`src/rtl/neurosync_medida_uc.sv`:
```
// Measurement sequencer for the NeuroSync distance-range mode: triggers the ultrasonic
// sensor, waits for a reading or timeout, and debounces N consecutive in-range readings.
module neurosync_medida_uc #(
    parameter int unsigned W         = 9,
    parameter int unsigned N_ACERTOS = 3,
    parameter int unsigned INTERVALO = 3_000_000,
    parameter int unsigned TIMEOUT   = 2_500_000
) (
    input  logic         clock,
    input  logic         reset,
    input  logic         medir,
    input  logic         pronto_medida,
    input  logic [W-1:0] medida,
    input  logic [W-1:0] faixa_min,
    input  logic [W-1:0] faixa_max,
    output logic         dispara,
    output logic         acertou_faixa,
    output logic         timeout,
    output logic [2:0]   db_estado
);

    localparam int unsigned CntMax = (INTERVALO > TIMEOUT) ? INTERVALO : TIMEOUT;
    localparam int unsigned CW     = (CntMax > 1) ? $clog2(CntMax) : 1;
    localparam logic [CW-1:0] TimeoutLast   = CW'(TIMEOUT - 1);
    localparam logic [CW-1:0] IntervaloLast = CW'(INTERVALO - 1);
    localparam logic [2:0]    NHits         = 3'(N_ACERTOS);

    typedef enum logic [2:0] {
        StOcioso  = 3'b000,
        StDispara = 3'b001,
        StAguarda = 3'b010,
        StCompara = 3'b011,
        StEspera  = 3'b100,
        StAcertou = 3'b101
    } estado_t;

    estado_t       estado;
    logic [CW-1:0] cnt;
    logic [2:0]    hits;
    logic [W-1:0]  reg_medida;
    logic          na_faixa;
    logic [2:0]    hits_prox;

    // An inverted range (min > max) can never satisfy both bounds.
    always_comb begin
        na_faixa  = (reg_medida >= faixa_min) && (reg_medida <= faixa_max);
        hits_prox = na_faixa ? hits + 3'd1 : 3'd0;
    end

    always_ff @(posedge clock) begin
        if (reset) begin
            estado     <= StOcioso;
            cnt        <= '0;
            hits       <= '0;
            reg_medida <= '0;
            timeout    <= 1'b0;
        end else if (!medir && estado != StOcioso) begin
            estado     <= StOcioso;
            cnt        <= '0;
            hits       <= '0;
            reg_medida <= '0;
            timeout    <= 1'b0;
        end else begin
            timeout <= 1'b0;
            unique case (estado)
                StOcioso: begin
                    if (medir) estado <= StDispara;
                end
                StDispara: begin
                    cnt    <= '0;
                    estado <= StAguarda;
                end
                StAguarda: begin
                    // A reading on the terminal count still counts; no timeout pulse.
                    if (pronto_medida) begin
                        reg_medida <= medida;
                        estado     <= StCompara;
                    end else if (cnt == TimeoutLast) begin
                        timeout <= 1'b1;
                        hits    <= '0;
                        cnt     <= '0;
                        estado  <= StEspera;
                    end else begin
                        cnt <= cnt + 1'b1;
                    end
                end
                StCompara: begin
                    hits   <= hits_prox;
                    cnt    <= '0;
                    estado <= (hits_prox == NHits) ? StAcertou : StEspera;
                end
                StEspera: begin
                    if (cnt == IntervaloLast) begin
                        cnt    <= '0;
                        estado <= StDispara;
                    end else begin
                        cnt <= cnt + 1'b1;
                    end
                end
                StAcertou: begin
                    estado <= StAcertou;
                end
                default: begin
                    estado <= StOcioso;
                end
            endcase
        end
    end

    always_comb begin
        dispara       = (estado == StDispara);
        acertou_faixa = (estado == StAcertou);
        db_estado     = estado;
    end

endmodule

```
`config.mk`:
```
export PLATFORM = sky130hd
export DESIGN_NAME = neurosync_medida_uc
export DESIGN_NICKNAME = d
export VERILOG_FILES = /design/src/rtl/neurosync_medida_uc.sv
export SDC_FILE = /design/constraint.sdc
export NUM_CORES = 1
export LEC_CHECK = 0
export ABC_AREA = 1
export BUFFER_PORTS_ARGS = -buffer_cell sky130_fd_sc_hd__buf_2
export CAP_MARGIN = 15
export CORE_ASPECT_RATIO = 1.1
export CORE_MARGIN = 2
export CORE_UTILIZATION = 55
export DETAILED_ROUTE_END_ITERATION = 7
export GPL_ROUTABILITY_DRIVEN = 0
export PLACE_DENSITY = 0.8
export SLEW_MARGIN = 5
export SYNTH_ARGS = -nofsm -noshare
export SYNTH_HDL_FRONTEND = slang
export SYNTH_SLANG_ARGS = --single-unit
export TNS_END_PERCENT = 1
```
`constraint.sdc`:
```
create_clock -name clock -period 1.72 [get_ports clock]
set_input_delay 0.258 -clock clock [delete_from_list [all_inputs] [get_ports clock]]
set_output_delay 0.258 -clock clock [all_outputs]
set_load 0.01 [all_outputs]
```
---- Yosys cells after proc, flatten, opt, wreduce, memory -nomap -nowiden ----
Index checks and enable logic that the tools add are counted.
storage, ports and cells
  flip-flop bits (word level) ............. 38
  output and inout bits ................... 6
cells by class
  add/subtract/negate cells ............... 2
  $lt $le $gt $ge ......................... 2
  equality and inequality tests ........... 13
  muxes and demuxes ....................... 15
  bitwise logic cells ..................... 1
  reductions and logical operators ........ 14
operators by type and width
  cell                   count
  $mux 22                3
  $pmux 22 s3            1
  $eq 22x22->1 const B   2
  $add 22x1->22 const B  1
  $mux 3                 7
  $pmux 3 s6             1
  $eq 3x2->1 const B     3
  $ge 9x9->1             1
  $le 9x9->1             1
  $ne 2x2->1 const B     4
  $eq 3x3->1 const B     2
  $pmux 3 s2             1
  $reduce_and 3->1       2
  $reduce_bool 3->1      2
  $reduce_and 2->1       2
  $reduce_or 2->1        2
  $reduce_or 4->1        1
  $add 3x1->3 const B    1
  $eq 3x1->1 const B     1
  $logic_not 3->1        1
  $ne 3x3->1 const B     1
  $logic_and 1x1->1      2
  $mux 1                 2
  $reduce_bool 2->1      1
  other kinds (2)        2

---- Depth between registers and ports, before layout ----
Gate-level depths: netlist of the first run.
  depth in word-level cells ............... 6
  depth in mapped cells ................... 13
  depth with buffers taken out ............ 13

---- Worst setup path after synthesis of the first run ----
OpenSTA, ideal clock, no wires.
  kind .................................... register to register
  start point ............................. register cnt[0]
  end point ............................... register cnt[12]
  setup time .............................. 122 ps
  arrival time ............................ 1387 ps
  path slack .............................. 211 ps
  cell stages (with the launch flop) ...... 12
  period minus slack after synthesis ...... 1509 ps
  path through ............................ dfxtp_1 -> ha_1 -> nand2_1 -> nor2_1 -> inv_1 -> nor2_1 -> nand3_1 -> nand2_1 -> nand3_1 -> nand2_2 -> buf_6 -> nor3_1
on the way
  word-level cells in the longest chain between the ends .. 4
  elaborated cells on any way between the ends .. 7
  classes of those cells .................. add/sub: 1; eq/ne: 2; mux: 4
RTL lines
  what                                           RTL line    source
  start: declaration                             38          logic [CW-1:0] cnt;
  start signal: assignment                       84          cnt <= cnt + 1'b1;
  start signal: assignment                       97          cnt <= cnt + 1'b1;
  $add 22x1->22 or $eq 22x22->1 (tied branches)  84, 97, 78
  $mux 22                                        78          end else if (cnt == TimeoutLast) begin
  $mux 22                                        75          if (pronto_medida) begin
  $pmux 22 s3 (*)                                65          unique case (estado)
Every way passes the cells marked *; elsewhere a longest branch is shown, timed or not. The select of a mux whose other input is x is not followed.
A chain may end at the register's enable or synchronous reset.

---- Final worst setup path of the first run ----
  start point ............................. register estado[0], in the netlist db_estado[0]
  end point ............................... register cnt[19]
on the way
  word-level cells in the longest chain between the ends .. 4
  elaborated cells on any way between the ends .. 12
  classes of those cells .................. eq/ne: 5; mux: 1; reduce/logical: 6
RTL lines
  what                                      RTL line  source
  start: declaration                        37        estado_t estado;
  start signal: assignment                  52        estado <= StOcioso;
  start signal: assignment                  58        estado <= StOcioso;
  start signal: assignment                  67        if (medir) estado <= StDispara;
  $eq 3x1->1 or $eq 3x2->1 (tied branches)  65
  $reduce_or 2->1 (no source line)          --
  $reduce_bool 3->1 (no source line)        --
  $reduce_and 2->1 (no source line)         --
Parallel ways exist; a longest one is shown, timed or not.

==> results.ini, run 1 <==
[worst_setup_path]
cp-start-kind=flop
worstPathCellList=inv_2, nand2_2, nor2_2, nor2_4, nand2_8, nand4_4, nor2_8, nand3_2, nor2_1, nor2_1
cp_common_cell=nor2_1
worst_ep_arrival_time_ns=1.83
crit_path_top_delay_cell=dfxtp_1
path_max_fanout=10
end_kind=flop
slowest_delay_ns=0.37
crit_type=flop to flop
worstPathRequired_ns=1.91

[logic_synthesis]
synth_fp_nets=445
ys_ff_latch=38
synth_top_cell_by_area=dfxtp_1
synthArstFlopShare_pct=0
synth_edf_count=0
synth.top_cell.area_share_pct=29.51
netlist_area_um2=2577
ys_seq_area_share_pct=29.51
synth_area_per_cell_um2=6.542
ys_types=33
synthFlopType=dfxtp_1
netlist_top_cells_area=dfxtp_1 30%, nor2_1 11%, nand2_1 11%
synth_cells=394
synth_warnings=0

[clock_network]
clock_latency_ns=0.29
cts_root_buffer=clkbuf_8
cts.path.max_buffers=2
htree_levels=2
cts_tree=yes
cts_made_buffers=5
clk_pin_slew_worst_paths_ns=0.07
cts.sinks=38

[grt]
grt_max_degree=11
overflow=0
antenna_found_initial=0
first_global_vias=2533
grt_first_pass_wirelength_um=10160
grt_usage_pct=23.98

[sta]
setup_viol=0
grt_setup_unrepaired=true
relSlewSlack_pct=75.37
worstMarginPinSlew_ns=0.3660
slew_viol_final=0
fin_crit_ns=1.645
finalCritPeriodShare_pct=95.63
hold_violations=0
finalClockSkew_ns=0.005546
finalWorstSetupSlack_ns=0.07519
fmax_ghz=0.6080

[power_and_ir_drop]
p_total_uw=2668
p_leak_uw=0.001487
peakVddDrop_mv=0.8432
power_density_nw_per_um2=879.1

[drt]
drt_first_pass_iters=4
route.detailed.drc=0
vias=2686
avgViaCountPerCell=5.383
drtAntennaViolNets=0
detail_route.iter0.violations=94
wl_per_cell_um=12.38
drt_wl_total_um=6178

[hold_path]
min_path_type=input pin to flop

[final_layout]
layout-drive-gt1-share_pct=19.86
final_util_pct=66.18
num_antenna_cells=0
syn_to_final_growth_pct=17.77
nNetsFinal=495
fin_area_um2=3035

[status]
status=finished clean

[floorplanning]
placeableCoreArea_um2=4587
die_h_um=75.80
std_cell_rows=26
die_area_um2=5250
initial_core_util_pct=56.19
die_w_um=69.27
io_pins=37

[placement]
place_area_um2=2864
hpwl_um=4765
io_buffers=36
post-place-ws_ns=0.04526

[flow_run]
drv_cap=0

cell type report:
cell class / count / area [um^2]
repair buffers: 47 / 266.5
fillers: 413 / 1551
multi-input cells: 288 / 1610
flip-flops and latches: 38 / 765.7
well taps: 56 / 70.07
inverters: 64 / 240.2
clock buffers: 6 / 82.58
synth_stat cells (3+ instances only):
master and n:
nor2_1 76, inv_2 5, nand4_1 13, nand2_4 3, nand3_1 22, nand2_1 75
xor2_1 4, inv_1 58, dfxtp_1 38, nor3_1 17, o21ai_0 13, nor2_2 3
ha_1 20, a21oi_1 20, nand2_2 3
layer usage:
layer / GRT usage, % / up-vias / share of wire, %
met2: 47.76 / 74 / 51
met3: 4.365 / 10 / 3.9
met1: 26.15 / 1235 / 43
met5: 0 / - / 0
met4: 7.625 / 0 / 1.7
li1: - / 1367 / -
state kept, by name, indices dropped and copies added, names as in the netlist:
| register | flops |
|---|---|
| cnt | 22 |
| hits | 3 |
| timeout | 1 |
| reg_medida | 9 |
| db_estado | 3 |
critical path: cells and delay by family (launching register included):
family / cells / cell delay [ns]
buffers and inverters: 1 / 0.11
DFF: 1 / 0.37
and+or+nand+nor: 9 / 1.06
kinds of logic after synthesis:
logic type / after synthesis / synth area share (%)
AO/OA/AOI/OAI: 36 / 7.282
XOR/XNOR: 6 / 2.039
adder cells (fa/ha/maj): 20 / 9.709
buffers and inverters: 69 / 10.53
flip-flops: 38 / 29.51
AND/OR/NAND/NOR: 225 / 40.92
metrics by stage:
| step | hold WS (ns) | cells | TNS (ns) |
|---|---|---|---|
| final | 0.1909 | 499 | 0 |
| after global routing | 0.2058 | 499 | -0.4288 |
| after CTS | 0.1867 | 496 | 0 |
| after detailed placement | 0.4675 | 490 | 0 |
| after global placement | 0.4559 | 490 | 0 |
| after floorplan | 0.3929 | 394 | 0 |
path summary, 6_finish.rpt:
kind	depth (start not counted)	slack, ns	endpoint	start
setup reg to reg	10	0.08	cnt[19]	db_estado[0]
hold / removal	3	0.19	reg_medida[1]	medida[1]
hold reg to reg	2	0.48	hits[1]	hits[1]
setup / recovery	10	0.08	cnt[19]	db_estado[0]
placed cells by master, fill, tap and decap left out:
cell type	netlist	layout
nand2_1	75	74
nor2_1	76	72
inv_1	58	57
buf_2	1	36
dfxtp_1	38	34
nand3_1	22	22
a21oi_1	20	20
ha_1	20	19
nor3_1	17	16
nand4_1	13	13
o21ai_0	13	13
buf_4	1	10
inv_2	5	6
clkbuf_8	0	6
nor2_2	3	5
nor2_4	2	5
nand2_2	3	4
xor2_1	4	4
dfxtp_2	0	4
nand2_4	3	2
nor3_2	2	2
a21o_1	2	2
nand3b_1	2	2
nand4_4	1	2
nor4_1	2	2
xnor2_1	2	2
o21a_1	1	1
nand2_8	0	1
and2_1	1	1
clkinv_1	1	1
nor2_8	1	1
nand3_2	1	1
nor3_4	0	1
ha_2	0	1
buf_6	1	1
what timing repair did:
action,in CTS,in global routing
resized for setup,0,18
endpoints found under the setup margin,0,27
buffers inserted,0,2
hold buffers,0,0
endpoints found under the hold margin,0,0
report_power, final:
group          total, uW  internal (uW)  switching [uW]
registers           1050            967            86.3
clock network        601            309             292
logic               1010            372             642
Power figures use the tool's default switching activity.
==> inputs of run 2 (changes only) <==
Settings changed: PLACE_DENSITY 0.8 to 0.77.
==> results.ini, run 2 (synthesis gave the netlist of run 1 again) <==
[status]
status=finished clean

[worst_setup_path]
path_max_fanout=10
crit_path_top_delay_cell=dfxtp_1
end_kind=flop
worstPathRequired_ns=1.91
crit_type=flop to flop
worstPathCellList=inv_2, nand2_2, nor2_2, nand2_4, nand2_4, nand4_4, nor2_8, nand3_2, nor2_1, nor2_1
cp-start-kind=flop
slowest_delay_ns=0.36
worst_ep_arrival_time_ns=1.79

[sta]
slew_viol_final=0
fin_crit_ns=1.599
grt_setup_unrepaired=true
hold_violations=0
worstMarginPinSlew_ns=0.3836
finalCritPeriodShare_pct=92.97
relSlewSlack_pct=74.43
fmax_ghz=0.6254
finalClockSkew_ns=0.007866
setup_viol=0

[grt]
antenna_found_initial=0
overflow=0
grt_max_degree=12
grt_usage_pct=23.48
first_global_vias=2413
grt_first_pass_wirelength_um=9984

[placement]
place_area_um2=2899
hpwl_um=4617
dp_cells=493
io_buffers=36

[drt]
detail_route.iter0.violations=113
wl_per_cell_um=11.82
drt_wl_total_um=5932
vias=2612
avgViaCountPerCell=5.203
drtAntennaViolNets=0
route.detailed.drc=0
drt_first_pass_iters=5

[final_layout]
fillCellCount=418
multi_input_area_um2=1587
final_common_cell=nor2_1
syn_to_final_growth_pct=17.86
reg_top3=cnt (22), reg_medida (9)
final_cell_mix=75 x nor2_1, 74 x nand2_1, 57 x inv_1, 36 x buf_2, 33 x dfxtp_1
nNetsFinal=497
register_area_um2=767.0
layout-drive-gt1-share_pct=19.96
regMostFlops=cnt
num_antenna_cells=0
fin_area_um2=3038
layoutNonFillerInstCount=502
largest_reg_flops=22

[floorplanning]
initial_core_util_pct=56.19
die_area_um2=5250
placeableCoreArea_um2=4587
std_cell_rows=26
io_pins=37
die_w_um=69.27
die_h_um=75.80

[clock_network]
cts_tree=yes
clock_latency_ns=0.30
cts_root_buffer=clkbuf_8
clk_pin_slew_worst_paths_ns=0.07
cts.sinks=38
cts.path.max_buffers=2
htree_levels=2
cts_made_buffers=5

[power_and_ir_drop]
power_density_nw_per_um2=891.9
p_leak_uw=0.001487
peakVddDrop_mv=0.8361

[hold_path]
min_path_type=input pin to flop

[flow_run]
drv_cap=0

run 2: cell types whose count changed in the layout (fill, tap and decap cells not counted), moves of 2 or more:
cell	delta
nand2_4	+2
nor2_2	-2
buf_4	+3
clkbuf_1	+2
nor2_4	-2
nor2_1	+3
run 2: metrics by stage:
step	util, %	power, uW	setup TNS [ns]	hold WS (ns)	setup WS, ns
floorplan	-	1757	0	0.3929	0.2111
global placement	63.20	2058	0	0.4584	0.01917
detailed placement	63.20	2073	0	0.4641	0.01270
CTS	64.98	2670	0	0.1860	0.02236
global route	66.23	2898	-0.1059	0.2000	-0.03250
finish	66.23	2709	0	0.1814	0.1209
run 2: layout make-up:
type | count | area share (%)
sequential | 38 | 25.25
tap | 56 | 2.306
clock buffer | 7 | 2.512
multi-input combinational | 287 | 52.22
timing repair buffer | 50 | 9.802
inverter | 64 | 7.908
run 2: where the power goes:
| part | internal, uW | switching, uW |
|---|---|---|
| logic | 419 | 641 |
| registers | 969 | 90.1 |
| clock network | 279 | 311 |
| total | 1670 | 1040 |
run 2: what timing repair did:
item                       CTS  global route
gates resized for setup      1            14
setup buffers                0             2
setup endpoints to repair    9            27
hold buffers                 0             0
pin swaps                    0             4
run 2: metal layers:
layer | up-vias | track usage (%) | part of all wire, %
li1 | 1364 | - | -
met1 | 1170 | 28.38 | 45
met2 | 70 | 43.27 | 48
met3 | 8 | 4.497 | 5.1
met4 | 0 | 6.754 | 1.3
met5 | - | 0 | 0
run 2: worst max-delay path: cells and delay by family (launching register included):
kind / cells / cell delay, ns
and+or+nand+nor: 9 / 1.03
DFF: 1 / 0.36
buffers and inverters: 1 / 0.12
run 2: path summary, 6_finish.rpt:
| check | cells past startpoint | to | from | slack, ns |
|---|---|---|---|---|
| hold reg to reg | 2 | hits[1] | hits[1] | 0.47 |
| setup reg to reg | 10 | cnt[19] | db_estado[2] | 0.12 |
| hold / removal | 3 | reg_medida[1] | medida[1] | 0.18 |
| setup / recovery | 10 | cnt[19] | db_estado[2] | 0.12 |
